`src/rtl/freq_tone_gen.sv`:
```
// Multi-channel square-wave tone generator.
// A shared prescaler produces a tick; each channel divides that tick by a
// per-note divisor taken from the pitch table and shifted by the octave.
// A new note for a sounding channel waits for the end of the current
// half-period, so no half-period is ever cut short.
module freq_tone_gen #(
    parameter int unsigned CHANNELS = 2,
    parameter int unsigned PRESCALE = 16,
    parameter int unsigned DIV_W    = 8,
    localparam int unsigned CH_W    = (CHANNELS > 1) ? $clog2(CHANNELS) : 1
) (
    input  logic                clk,
    input  logic                rst,
    input  logic                enable,
    input  logic                note_valid,
    output logic                note_ready,
    input  logic [CH_W-1:0]     note_ch,
    input  logic [3:0]          note_idx,
    input  logic [1:0]          note_octave,
    input  logic                is_highkey,
    output logic [CHANNELS-1:0] tone_out,
    output logic [CHANNELS-1:0] active
);

    localparam int unsigned PS_W = (PRESCALE > 1) ? $clog2(PRESCALE) : 1;
    localparam logic [PS_W-1:0] PS_LAST = PS_W'(PRESCALE - 1);
    localparam logic [DIV_W-1:0] DIV_ONE = {{(DIV_W-1){1'b0}}, 1'b1};

    // Pitch table; index 13 and above are rests.
    function automatic logic [6:0] pitch(input logic hk, input logic [3:0] idx);
        logic [6:0] v;
        v = 7'd0;
        if (hk) begin
            case (idx)
                4'd0:  v = 7'd48;
                4'd1:  v = 7'd45;
                4'd2:  v = 7'd81;
                4'd3:  v = 7'd40;
                4'd4:  v = 7'd86;
                4'd5:  v = 7'd72;
                4'd6:  v = 7'd36;
                4'd7:  v = 7'd38;
                4'd8:  v = 7'd61;
                4'd9:  v = 7'd30;
                4'd10: v = 7'd64;
                4'd11: v = 7'd32;
                4'd12: v = 7'd54;
                default: v = 7'd0;
            endcase
        end else begin
            case (idx)
                4'd0:  v = 7'd51;
                4'd1:  v = 7'd48;
                4'd2:  v = 7'd86;
                4'd3:  v = 7'd43;
                4'd4:  v = 7'd91;
                4'd5:  v = 7'd77;
                4'd6:  v = 7'd38;
                4'd7:  v = 7'd40;
                4'd8:  v = 7'd64;
                4'd9:  v = 7'd32;
                4'd10: v = 7'd68;
                4'd11: v = 7'd34;
                4'd12: v = 7'd57;
                default: v = 7'd0;
            endcase
        end
        return v;
    endfunction

    logic [PS_W-1:0]                ps_q;
    logic                           tick;
    logic [CHANNELS-1:0][DIV_W-1:0] div_q;
    logic [CHANNELS-1:0][DIV_W-1:0] cnt_q;
    logic [CHANNELS-1:0][DIV_W-1:0] pend_div_q;
    logic [CHANNELS-1:0]            pend_q;
    logic [CHANNELS-1:0]            tone_q;
    logic [CHANNELS-1:0]            playing;
    logic [CHANNELS-1:0]            ch_sel;
    logic [CHANNELS-1:0]            load;
    logic [DIV_W-1:0]               d_eff;

    assign tick  = enable && (ps_q == PS_LAST);
    assign d_eff = {{(DIV_W-7){1'b0}}, pitch(is_highkey, note_idx)} >> note_octave;

    // Channel decode: an out-of-range note_ch selects nothing, so it is
    // always ready and the load falls on the floor.
    always_comb begin
        // NOTE: every always_comb output gets a default first so no latch is inferred.
        ch_sel  = '0;
        playing = '0;
        for (int c = 0; c < CHANNELS; c++) begin
            ch_sel[c]  = (note_ch == CH_W'(c));
            playing[c] = |div_q[c];
        end
    end

    assign note_ready = ~|(ch_sel & pend_q);
    assign load       = {CHANNELS{note_valid}} & ch_sel & ~pend_q;
    assign tone_out   = tone_q;
    assign active     = playing;

    // Shared prescaler: counts 0..PRESCALE-1 while enabled.
    always_ff @(posedge clk) begin
        // NOTE: sequential state uses non-blocking assignments so every register samples pre-edge values.
        if (rst)
            ps_q <= '0;
        else if (enable)
            ps_q <= tick ? '0 : ps_q + 1'b1;
    end

    // Per-channel divider, tone bit and pending-note slot.
    always_ff @(posedge clk) begin
        for (int c = 0; c < CHANNELS; c++) begin
            if (rst) begin
                // NOTE: pend_div is cleared too, though only pend_q gates its use.
                div_q[c]      <= '0;
                cnt_q[c]      <= '0;
                pend_div_q[c] <= '0;
                pend_q[c]     <= 1'b0;
                tone_q[c]     <= 1'b0;
            end else if (load[c] && !playing[c]) begin
                // Resting channel: start the new note at once, even when disabled.
                div_q[c]  <= d_eff;
                cnt_q[c]  <= '0;
                tone_q[c] <= 1'b0;
            end else if (playing[c]) begin
                if (tick) begin
                    if (cnt_q[c] == div_q[c] - DIV_ONE) begin
                        cnt_q[c] <= '0;
                        if (pend_q[c]) begin
                            // Swap notes only on a wrap so the half-period completes.
                            div_q[c]  <= pend_div_q[c];
                            pend_q[c] <= 1'b0;
                            tone_q[c] <= (|pend_div_q[c]) ? ~tone_q[c] : 1'b0;
                        end else begin
                            tone_q[c] <= ~tone_q[c];
                        end
                    end else begin
                        cnt_q[c] <= cnt_q[c] + 1'b1;
                    end
                end
                if (load[c]) begin
                    pend_q[c]     <= 1'b1;
                    pend_div_q[c] <= d_eff;
                end
            end
        end
    end

endmodule

```
`config.mk`:
```
export PLATFORM = sky130hd
export DESIGN_NAME = freq_tone_gen
export DESIGN_NICKNAME = d
export VERILOG_FILES = /design/src/rtl/freq_tone_gen.sv
export SDC_FILE = /design/constraint.sdc
export NUM_CORES = 1
export LEC_CHECK = 0
export CAP_MARGIN = 0
export CORE_ASPECT_RATIO = 0.8
export CORE_MARGIN = 3
export CORE_UTILIZATION = 38
export CTS_CLUSTER_SIZE = 8
export DETAILED_ROUTE_END_ITERATION = 8
export PLACE_DENSITY_LB_ADDON = 0.25
export SYNTH_ARGS = -nofsm -noshare
export SYNTH_HDL_FRONTEND = slang
export SYNTH_SLANG_ARGS = --single-unit
```
`constraint.sdc`:
```
create_clock -name clk -period 3.4 [get_ports clk]
set_clock_uncertainty 0.15 [all_clocks]
set_input_delay 0.68 -clock clk [delete_from_list [all_inputs] [get_ports clk]]
set_output_delay 0.68 -clock clk [all_outputs]
set_load 0.1 [all_outputs]
```
# Yosys cells after proc, flatten, opt, wreduce, memory -nomap -nowiden
# Memories as Yosys holds them, arrays and structs flattened.
# Index checks and enable logic that the tools add are counted.
# Widths: inputs -> output; s select.
# classes
n_mux	24
shift	1
reduce_logical	35
n_eq_ne	3
n_addsub	5
bitwise_logic	9
# ops
cell	n
$mux 8	12
$reduce_or 8->1	4
$reduce_bool 2->1	12
$add 8x1->8 const B	2
$eq 8x8->1	2
$reduce_and 4->1	4
$sub 8x1->8 const B	2
$reduce_and 3->1	4
$mux 1	10
$shr 7x2->8	1
$mux 7	1
$and 2x2->2	3
$reduce_or 2->1	3
$not 1->1	5
$add 4x1->4 const B	1
$eq 4x4->1 const B	1
$mux 4	1
$reduce_and 2->1	2
$logic_and 1x1->1	3
$logic_not 1->1	3
$not 2->2	1
# totals
n_memories	2
out_inout_bits	5
mem_bits_ro	224
inputBits	12
ff_bits	56
wordCells	90
# mem_list
name	words	width	rd	rd_ports_with_merged_regs	write_ports	line	source
(no name shown)	16	7	1	0	0	34	case (idx)
(no name shown)	16	7	1	0	0	51	case (idx)

# Depth between registers and ports, before layout
# logic_depth
word_depth	6
mapped_depth	10
ltp_nobuf	9

# Worst setup path after synthesis
# Ideal clock, no wire load.
# synth_timing
kind	input to output
start	input port note_ch
end	output port note_ready
arrival_ps	2261
path_buffers	0
path_slack_ps	309
cell_stages	1
t_required_ps	2570
path_cell_list	mux2i_1
# synth_between
elab_chain_len	4
# synth_rtl
item	line	source
start: declaration	17	input logic [CH_W-1:0] note_ch,
$not 1->1	93	ch_sel[c] = (note_ch == CH_W'(c));
$and 2x2->2 *	98	assign note_ready = ~|(ch_sel & pend_q);
$reduce_or 2->1 *	98	
$logic_not 1->1 *	98	
end: declaration	16	output logic note_ready,
# Every way passes the cells marked *; elsewhere a longest branch is shown, timed or not.

# Worst setup path in the final report
# layout_timing
start	register div_q[0] in the netlist's numbering
end	output port active[0]
# layout_between
elab_chain_len	1
# layout_rtl
item	line	source
start: declaration	73	logic [CHANNELS-1:0][DIV_W-1:0] div_q;
start signal: indexed assignment	133	div_q[c] <= pend_div_q[c];
$reduce_or 8->1	94	playing[c] = |div_q[c];
end: declaration	22	output logic [CHANNELS-1:0] active
# No other way between the ends.

==> run metrics <==
synth cell count leaders 57 x nor2_1, 52 x dfxtp_1, 35 x nand2_1; Worst Hold Class reg2reg; Clk Tree Root Cell clkbuf_8; drt initial violations between 150 and 200; launch point of the worst hold path pend_div_q[14]; R2R Path Start div_q[10]; Die W ~110 µm; CTS Hold Buffers Added 0; Met2 Wirelength approximately 2.8 mm; largest net degree at the start of global routing 27; DR top layer met4; Die Ht slightly below 90 µm; Final Non-Filler Cells 523; total gr overflow 0; clock buffer depth 2; synthesized area per cell approximately 8.0 µm²; diode count 0; Seq/Total Area, Yosys 32.8%; ys async rst share 0%; Synth Flop Type dfxtp_1; critical path class reg2out; clock transition at the registers of the reported paths about 0.10 ns; nets roughly 440; Max IR drop VDD 0.385 mV; placed cell count ~520; R2R setup slack around 0.55 ns; vias 2735; met3 wire len 317 µm; drt first pass iters 4; clock latency on the worst-skew pair around 0.3 ns; cell taking the most area after synthesis dfxtp_1; initial antenna violation count 0; TNS Setup 0 ns; Post-CTS Setup Bufs 0; DRC errors left 0; DP HPWL 5.31 mm; post-cts resize count 0; Slew Viols, Final 0; Synth area leaders dfxtp_1 33%, mux2i_1 7.6%, nor2_1 6.7%; first-pass GRT wire length between 10 and 15 mm; routed len/inst around 13 µm; IO buf count 16; CTS buffer count 5; Final Power about 1700 µW; vias per std cell 5.23; Worst-Margin Slew ~0.7 ns; CTS tree done; WL final roughly 7.0 mm; Starting Density a little under 40%; Power Dens Cells 467 mW/mm²; share of post-route cells with drive strength above 1 approximately 7.2%; RSZ-0062 raised after global routing false; count leader, synth nor2_1; WP data required ~2.6 ns; H-Tree Depth 2; final worst-path cycle share just over 90%; worst-path maximum fanout 5; Max-Cap Viols 0; Synth Register Bits between 50 and 60; DRT met1 WL 3.87 mm; # rows 29; startpoint types register; Lkg Pwr 0.00127 µW; die footprint 0.00950 mm²; CTS Sinks 52; max_slew headroom about 52%; Core ar. roughly 0.008 mm²; critical path arrival approximately 2.3 ns; Mapped Area between 0.003 and 0.004 mm²; io pins 17; Final Core Density between 40% and 50%; YS warnings 0; Synth cell types ~50; cell count after synthesis 398; Overall Global Routing Usage 15.3%; EDFF count, synth 0; post-synth top area share roughly 33%; Area Overhead vs Synth 13.0%; Net Count, Synth 420; critical path capture point type primary output; status complete, no violations; final hold vios 0; antenna viol nets, final 0; vias in the first global route roughly 2500; maximum clock frequency roughly 320 MHz; CP Launch Point div_q[0]; Final Wtd Congestion 0.806; setup violators final 0; min Tclk post-route roughly 3.1 ns
==> cell type report <==
type,instances,area [µm²]
fill,807,4430
sequential,52,1040
inverter,14,52.6
clock inverter,2,38.8
timing repair buffer,27,243
tap,108,135
multi-input combinational,314,2010
clock buffer,6,72.6
==> layout by cell type, fill, tap and decap left out, types with 3 or more instances in the layout <==
cell type / n
ha_1: 10
dfxtp_1: 52
or3_1: 4
a21oi_1: 24
clkbuf_8: 5
a2111oi_0: 4
mux2i_1: 24
xnor2_1: 15
nand4_1: 11
nand2b_1: 16
a32oi_1: 3
nor3_1: 15
o21ai_0: 12
a211oi_1: 10
xor2_1: 14
clkdlybuf4s50_1: 11
a31oi_1: 3
nor2_1: 57
nand3_1: 6
a21o_1: 3
nand2_1: 35
inv_1: 14
nand3b_1: 6
o22ai_1: 3
buf_4: 15
or2_2: 3
==> critical path, cell delays in order (launching register included) <==
cell and delay [ns]:
dfxtp_1 0.37, inv_1 0.08, ha_1 0.21, or4b_1 0.46
nor3_1 0.49, inv_1 0.12, buf_4 0.26
==> routing by layer <==
layer	track usage, %	vias to the layer above
met4	3.90	0
li1	-	1437
met5	0	-
met1	24.4	1241
met2	20.7	52
met3	2.65	5
==> sequential cells by signal, indices dropped and copies added (netlist names) <==
name,cells
div_q,14
pend_div_q,14
tone_out,2
cnt_q,16
pend_q,2
ps_q,4
==> kinds of logic after synthesis <==
family                   count (synthesis)  share of synthesized area [%]
buffers and inverters                   32                           4.02
flip-flops                              52                           32.8
AO/OA/AOI/OAI                           79                           16.3
XOR/XNOR                                29                           7.99
multiplexers                            25                           8.27
adder cells (fa/ha/maj)                 10                           3.94
AND/OR/NAND/NOR                        171                           26.7
==> worst paths after layout <==
path | depth (start not counted) | end
worst max-delay path | 6 | active[0]
worst min-delay path | 2 | pend_div_q[14]
worst max register to register | 7 | div_q[12]
worst min register to register | 2 | pend_div_q[14]
==> through the flow <==
| step | hold WS, ns | instance area (µm²) | setup slack [ns] |
|---|---|---|---|
| global route | 0.361 | 3590 | 0.148 |
| finish | 0.337 | 3590 | 0.270 |
| global placement | 0.309 | 3480 | 0.203 |
| detailed placement | 0.322 | 3480 | 0.165 |
| CTS | 0.337 | 3590 | 0.277 |
| floorplan | 0.299 | 3180 | 0.309 |
==> power by group <==
part,internal (µW),switching [µW]
combinational,198,352
clock,223,207
sequential,648,50.8
Power figures use the tool's default switching activity.
